### src/rtl/alu_ctrl_seq.sv
// -----------------------------------------------------------------------------
// alu_ctrl_seq
//   Registered, handshaked ALU control decoder. Accepts one decoded field set
//   (opcode/func7/func3) per transaction, produces a registered alu_control
//   code and an illegal flag, and holds the ALU busy for MUL_CYCLES cycles
//   when the operation is MULS.
//
// Parameters
//   CTRL_W      width of alu_control (>= 4), code is zero-extended
//   MUL_CYCLES  cycles MULS occupies the ALU (1..15)
//   CNT_W       width of the internal cycle counter (must hold MUL_CYCLES)
//
// Ports
//   clk, rst_n              clock (rising edge), async active-low reset
//   in_valid / in_ready     input handshake for alu_opcode, func7, func3
//   alu_start               one-cycle pulse in the cycle after accept
//   alu_busy                ALU occupied by the current operation
//   out_valid / out_ready   output handshake for alu_control / illegal
//   alu_control, illegal    registered result of the accepted operation
//
// Optional feature
//   ALU_CTRL_STRICT_EN  when defined, illegal encodings skip the EXEC phase
//                       (no alu_start, no alu_busy) and go straight to DONE.
// -----------------------------------------------------------------------------
module alu_ctrl_seq #(
  parameter int CTRL_W     = 4,
  parameter int MUL_CYCLES = 3,
  parameter int CNT_W      = 4
) (
  input  logic              clk,
  input  logic              rst_n,
  input  logic              in_valid,
  output logic              in_ready,
  input  logic [1:0]        alu_opcode,
  input  logic              func7,
  input  logic [2:0]        func3,
  output logic              alu_start,
  output logic              alu_busy,
  output logic              out_valid,
  input  logic              out_ready,
  output logic [CTRL_W-1:0] alu_control,
  output logic              illegal
);

  typedef enum logic [1:0] {
    S_IDLE = 2'd0,
    S_EXEC = 2'd1,
    S_DONE = 2'd2
  } state_e;

`ifdef ALU_CTRL_STRICT_EN
  localparam bit STRICT = 1'b1;
`else
  localparam bit STRICT = 1'b0;
`endif

  // Counter preload for MULS: EXEC lasts MUL_CYCLES-1 extra cycles.
  localparam logic [CNT_W-1:0] MUL_LOAD = CNT_W'(MUL_CYCLES - 1);

  // Decode table: returns {illegal, code[3:0]}.
  function automatic logic [4:0] decode_f(input logic [1:0] op,
                                          input logic       f7,
                                          input logic [2:0] f3);
    logic [4:0] r;
    r = 5'b1_0000;
    case (op)
      2'b00: r = 5'b0_0000;
      2'b01: r = 5'b0_0001;
      2'b10: begin
        case ({f7, f3})
          4'b0000: r = 5'b0_0000;  // ADCS
          4'b1000: r = 5'b0_0001;  // ADD
          4'b0001: r = 5'b0_0010;  // SBCS
          4'b1001: r = 5'b0_0011;  // SUBS
          4'b1010: r = 5'b0_0100;  // RSBS
          4'b1011: r = 5'b0_0101;  // MULS
          4'b0111: r = 5'b0_0110;  // ANDS
          4'b0110: r = 5'b0_0111;  // ORRS
          4'b1111: r = 5'b0_1000;  // CMP
          default: r = 5'b1_0000;  // undefined R-type
        endcase
      end
      default: r = 5'b1_0000;      // reserved opcode
    endcase
    return r;
  endfunction

  state_e             state_q, state_d;
  logic [CNT_W-1:0]   cnt_q, cnt_d;
  logic [CTRL_W-1:0]  ctrl_q, ctrl_d;
  logic               illegal_q, illegal_d;
  logic               start_q, start_d;
  logic               busy_q, busy_d;
  logic               valid_q, valid_d;

  logic [4:0]         dec_s;
  logic               is_muls_s;
  logic               in_ready_s;
  logic               accept_s;

  assign dec_s     = decode_f(alu_opcode, func7, func3);
  assign is_muls_s = (alu_opcode == 2'b10) && ({func7, func3} == 4'b1011);

  // A finishing result frees the block in the same cycle it is consumed,
  // which is what makes back-to-back issue possible.
  assign in_ready_s = (state_q == S_IDLE) || ((state_q == S_DONE) && out_ready);
  assign accept_s   = in_valid && in_ready_s;

  // Next-state and next-output logic.
  always_comb begin
    state_d   = state_q;
    cnt_d     = cnt_q;
    ctrl_d    = ctrl_q;
    illegal_d = illegal_q;
    start_d   = 1'b0;
    busy_d    = busy_q;
    valid_d   = valid_q;

    if (accept_s) begin
      ctrl_d    = CTRL_W'(dec_s[3:0]);
      illegal_d = dec_s[4];
      if (STRICT && dec_s[4]) begin
        // Illegal op is reported directly without touching the ALU.
        state_d = S_DONE;
        cnt_d   = {CNT_W{1'b0}};
        start_d = 1'b0;
        busy_d  = 1'b0;
        valid_d = 1'b1;
      end else begin
        state_d = S_EXEC;
        cnt_d   = is_muls_s ? MUL_LOAD : {CNT_W{1'b0}};
        start_d = 1'b1;
        busy_d  = 1'b1;
        valid_d = 1'b0;
      end
    end else begin
      case (state_q)
        S_IDLE: begin
          state_d = S_IDLE;
        end
        S_EXEC: begin
          if (cnt_q == {CNT_W{1'b0}}) begin
            state_d = S_DONE;
            valid_d = 1'b1;
          end else begin
            cnt_d = cnt_q - CNT_W'(1'b1);
          end
        end
        S_DONE: begin
          if (out_ready) begin
            state_d = S_IDLE;
            valid_d = 1'b0;
            busy_d  = 1'b0;
          end else begin
            state_d = S_DONE;
          end
        end
        default: begin
          state_d = S_IDLE;
          cnt_d   = {CNT_W{1'b0}};
          busy_d  = 1'b0;
          valid_d = 1'b0;
        end
      endcase
    end
  end

  // State and output registers with asynchronous reset.
  always_ff @(posedge clk or negedge rst_n) begin
    if (!rst_n) begin
      state_q   <= S_IDLE;
      cnt_q     <= {CNT_W{1'b0}};
      ctrl_q    <= {CTRL_W{1'b0}};
      illegal_q <= 1'b0;
      start_q   <= 1'b0;
      busy_q    <= 1'b0;
      valid_q   <= 1'b0;
    end else begin
      state_q   <= state_d;
      cnt_q     <= cnt_d;
      ctrl_q    <= ctrl_d;
      illegal_q <= illegal_d;
      start_q   <= start_d;
      busy_q    <= busy_d;
      valid_q   <= valid_d;
    end
  end

  assign in_ready    = in_ready_s;
  assign alu_start   = start_q;
  assign alu_busy    = busy_q;
  assign out_valid   = valid_q;
  assign alu_control = ctrl_q;
  assign illegal     = illegal_q;

endmodule
### config.mk
export PLATFORM = sky130hd
export DESIGN_NAME = alu_ctrl_seq
export DESIGN_NICKNAME = d
export VERILOG_FILES = /design/src/rtl/alu_ctrl_seq.sv
export SDC_FILE = /design/constraint.sdc
export NUM_CORES = 1
export LEC_CHECK = 0
export CAP_MARGIN = 10
export CORE_ASPECT_RATIO = 1.4
export CORE_MARGIN = 2
export CORE_UTILIZATION = 45
export DETAILED_ROUTE_END_ITERATION = 16
export GPL_TIMING_DRIVEN = 0
export PLACE_DENSITY = 0.73
export SETUP_SLACK_MARGIN = 0.4
export SYNTH_ARGS = -nofsm -noshare
export SYNTH_HDL_FRONTEND = slang
export SYNTH_SLANG_ARGS = --single-unit
### constraint.sdc
create_clock -name clk -period 4.1 [get_ports clk]
set_input_delay 0.82 -clock clk [delete_from_list [all_inputs] [get_ports clk]]
set_output_delay 0.82 -clock clk [all_outputs]
set_load 0.01 [all_outputs]
Word level (Yosys, flattened, before mapping). Memory sizes are Yosys's and may differ from the RTL's. Index checks and enable logic that the tools add are counted. Widths: inputs -> output; s select.

Memories: 1. Input port bits: 10. Word-level logic and storage cells: 48. ROM bits: 80. Register bits: 14.

Add/subtract/negate cells: 1. Mux-type cells: 16. Reductions and logical operators: 12. Equality and inequality tests: 11.

Memory list: (name not given) (words 16, width 5, read ports 1, clocked after Yosys merged registers in 0, wr ports 0, RTL line 70) `case ({f7, f3})`.

Operators with widths (count): $pmux 5 s3 (1); $ne 3x3->1 const B (3); $mux 2 (4); $mux 4 (2); $pmux 4 s2 (1); $mux 1 (5); $eq 2x1->1 const B (2); $eq 2x2->1 const B (2); $eq 4x4->1 const B (1); $logic_not 2->1 (2); $logic_not 4->1 (1); $ne 2x1->1 const B (2); $pmux 2 s2 (1); $reduce_and 2->1 (2); $reduce_or 2->1 (2); $sub 4x1->4 const B (1); $logic_and 1x1->1 (3); $pmux 1 s3 (1); $reduce_and 3->1 (1); $ne 2x2->1 const B (1); $pmux 1 s2 (1); $logic_or 1x1->1 (1).

Logic depth before layout (Yosys ltp).
Word-level depth: 6. Mapped depth: 7. Mapped depth without buffers: 7.

Least setup slack after synthesis. OpenSTA, ideal clock, no wires.

Kind: input -> output. From: input port out_ready. To: output port in_ready. Path buffers: 0. Arrival: 1.034 ns. Path slack: 2.246 ns. Cell stages on the path: 1. Required time: 3.280 ns. Cells stage by stage: a21o_4.

Longest elaborated chain between the ends: 2.

Ends and longest elaborated chain: start: declaration (RTL line 40) `input logic out_ready,`; $logic_and 1x1->1 (RTL line 106) `assign in_ready_s = (state_q == S_IDLE) || ((state_q == S_DONE) && out_ready);`; $logic_or 1x1->1 (RTL line 106); end: declaration (RTL line 33) `output logic in_ready,`.

No other way between the ends.

Worst setup path after layout. Ends and elaborated chain as after synthesis.

==> out/results.tsv <==
stage	metric	value	unit
outcome	status	finished clean	
global_routing	total gr overflow	0	
worst_hold_path	Hold Crit Depth	2	
detailed_routing	final WL	1.627	mm
worst_hold_path	Hold EP	alu_control[3]	
worst_setup_path	reg-to-reg slack, setup	2420	ps
yosys	Mapped Cells	90	
yosys	Post-Syn Area	848.3	sq um
final_layout	fin cells	132	
global_routing	largest net degree at the start of global routing	15	
floorplanning	row count	18	
clock_tree	clk slew on worst S/H paths	80	ps
detailed_routing	drt first pass iters	4	
floorplanning	IO Pins	19	
worst_setup_path	Critical Path RT	3280	ps
yosys	Post-synth top flop	dfrtp_1	
global_routing	number of global-route vias before repair	724	
worst_setup_path	R2R Path Start	state_q[0]	
worst_hold_path	Hold Crit Start	alu_control[3]	
clock_tree	TritonCTS clock tree	yes	
timing	Hold Fails Final Rpt	0	
placement	routability congestion estimate	0.7193	
clock_tree	CTS Buf Count	3	
floorplanning	DIE HEIGHT	55.38	microns
global_routing	GR Util All Layers	0.1786	
power_and_ir_drop	leakage	0.4941	nW
final_layout	final net count	130	
placement	placed cell count	128	
timing	Tightest Pin Transition	630.3	ps
timing	minimum clock period	2820	ps
floorplanning	Initial Utilization	0.4768	
clock_tree	clk_lat worst skew	270	ps
final_layout	layout cells sized above 1	0.09821	
clock_tree	Sink Count	14	
worst_setup_path	reg2reg path depth	6	
timing	RSZ-0062 raised after global routing	false	
yosys	post-synth cell types	32	
detailed_routing	DR DRC count	0	
worst_setup_path	kind of start point of the critical path	input port	
clock_tree	Clock Tree Root	clkbuf_4	
timing	final setup vio count	0	
worst_setup_path	Worst EP arrival	2000	ps
worst_setup_path	CP endpoint kind	output pin	
worst_setup_path	Crit Path Max Fanout	3	
detailed_routing	DR iter-0 viols	5	
power_and_ir_drop	worst vdd ir	0.0003003	V
clock_tree	post-cts resize count	0	
worst_setup_path	reg2reg end	cnt_q[3]	
timing	Setup TNS	0	ps
final_layout	ANT cells	0	
timing	worst clock skew	2.843	ps
yosys	Post-Syn Nets	107	
yosys	top post-synthesis cells by area	dfrtp_1 (41%), ha_1 (10%), nand2_1 (4.9%)	
timing	Peak Freq	354.6	MHz
yosys	async set-reset flop share out of synthesis	1.000	
detailed_routing	WL/cell	12.33	microns
floorplanning	die area	2253	sq um
final_layout	synthesis-to-finish area growth	28.47	%
placement	input/output buffers	18	
yosys	Yosys top cell by area	dfrtp_1	
power_and_ir_drop	PwrDens	630.6	nW/um^2
detailed_routing	post-route ant nets	0	
detailed_routing	DR vias/cell	5.583	
yosys	Avg Inst Size Synth	9.426	sq um
global_routing	initial antenna violation count	0	
clock_tree	clk buf depth	2	
timing	Final Cycle Share	0.6877	
worst_setup_path	crit path kind	in -> out	
floorplanning	area of the core	1779	sq um
timing	Final Max Slew Viols	0	
detailed_routing	Vias	737	
yosys	Synth top area share	0.4130	
worst_hold_path	Hold Path Class	reg -> reg	
clock_tree	CTS H-tree depth	1	
job	Max Cap Viol	0	
timing	slew margin rel.	0.5785	
yosys	flops & latches, synth	14	
yosys	number of synthesized flops with an enable pin	0	
global_routing	first-pass GRT wire length	2.898	mm
yosys	Seq/Total Area, Yosys	0.4130	
placement	post-DP HPWL	1.269	mm
floorplanning	Chip Width	40.70	microns
clock_tree	Post-CTS Hold Buffers	0	
clock_tree	setup bufs post-CTS	0	
yosys	synth warn	0	
[synthesized netlist by cell type, types with 2 or more instances]
cell type  instances
ha_1               7
nand2b_1           2
a21oi_1            7
a31oi_1            5
nor2_1             3
inv_1              8
nor3b_1            2
nand3_1            2
mux2i_1            2
nand2_1           11
o21ai_0            3
o31ai_1            3
or2_2              2
dfrtp_1           14
nor2b_1            2
[flip-flops by register name, indices dropped and copies added (netlist names)]
name         cells
alu_control      4
cnt_q            4
state_q          2
alu_busy         1
alu_start        1
illegal          1
out_valid        1
[kinds of logic after synthesis]
logic type               share of synthesized area
buffers and inverters                      0.04571
AND/OR/NAND/NOR                             0.2021
AO/OA/AOI/OAI                               0.1991
adder cells (fa/ha/maj)                     0.1032
multiplexers                               0.03687
flip-flops                                  0.4130
[power by group]
part | internal (W) | total (W) | switching [W]
logic | 0.000185 | 0.000374 | 0.000189
registers | 0.000188 | 0.000216 | 0.0000281
clock network | 0.0000539 | 0.0000974 | 0.0000434
total | 0.000426 | 0.000687 | 0.000261
[layout by cell type (no fill, tap or decap), types with 2 or more instances in the layout]
cell type	instances
a31oi_1	5
o31ai_1	3
nor2_1	3
inv_1	8
mux2i_1	2
ha_1	7
or2_2	2
dfrtp_1	14
o21ai_0	3
nand2_1	11
clkbuf_4	3
nand3_1	2
clkdlybuf4s50_1	18
nor3b_1	2
nand2b_1	2
nor2b_1	2
a21oi_1	7
[area by class of cell]
type	count	area (sq um)
Fill cell	165	689.4
Sequential cell	14	350.3
Inverter	8	30.03
Clock buffer	4	36.28
Timing Repair Buffer	18	180.2
Tap cell	20	25.02
Buffer	2	8.758
Multi-Input combinational cell	66	459.2
[layer usage]
layer | GRT usage | routed length [microns] | vias up
met5 | 0 | 0 | -
met3 | 0.02410 | 64 | 4
met4 | 0.07143 | 30 | 0
met2 | 0.3175 | 905 | 20
li1 | - | - | 362
met1 | 0.1927 | 627 | 351
[critical path, stage by stage]
cell	delay, ps
clkdlybuf4s50_1	510
a21o_4	150
clkdlybuf4s50_1	520
[through the flow]
step	util	worst slack, ps	total power (W)	area, sq um	hold slack, ps
floorplan	-	2246	0.0004652	848.3	474.1
global placement	0.5921	1287	0.0005823	1054	467.6
detailed placement	0.5921	1280	0.0005951	1054	459.8
CTS	0.6125	1274	0.0006955	1090	492.0
global route	0.6125	1229	0.0007477	1090	517.5
finish	0.6125	1280	0.0006872	1090	487.6
[worst max-delay path by stage]
stage	cells past startpoint	slack, ps	endpoint	startpoint
after floorplan	1	2250	in_ready	out_ready
after detailed placement	3	1280	in_ready	out_ready
final	3	1280	in_ready	out_ready
after global placement	3	1290	in_ready	out_ready
after global routing	3	1230	in_ready	out_ready
after CTS	3	1270	in_ready	out_ready
Power figures use the tool's default switching activity.
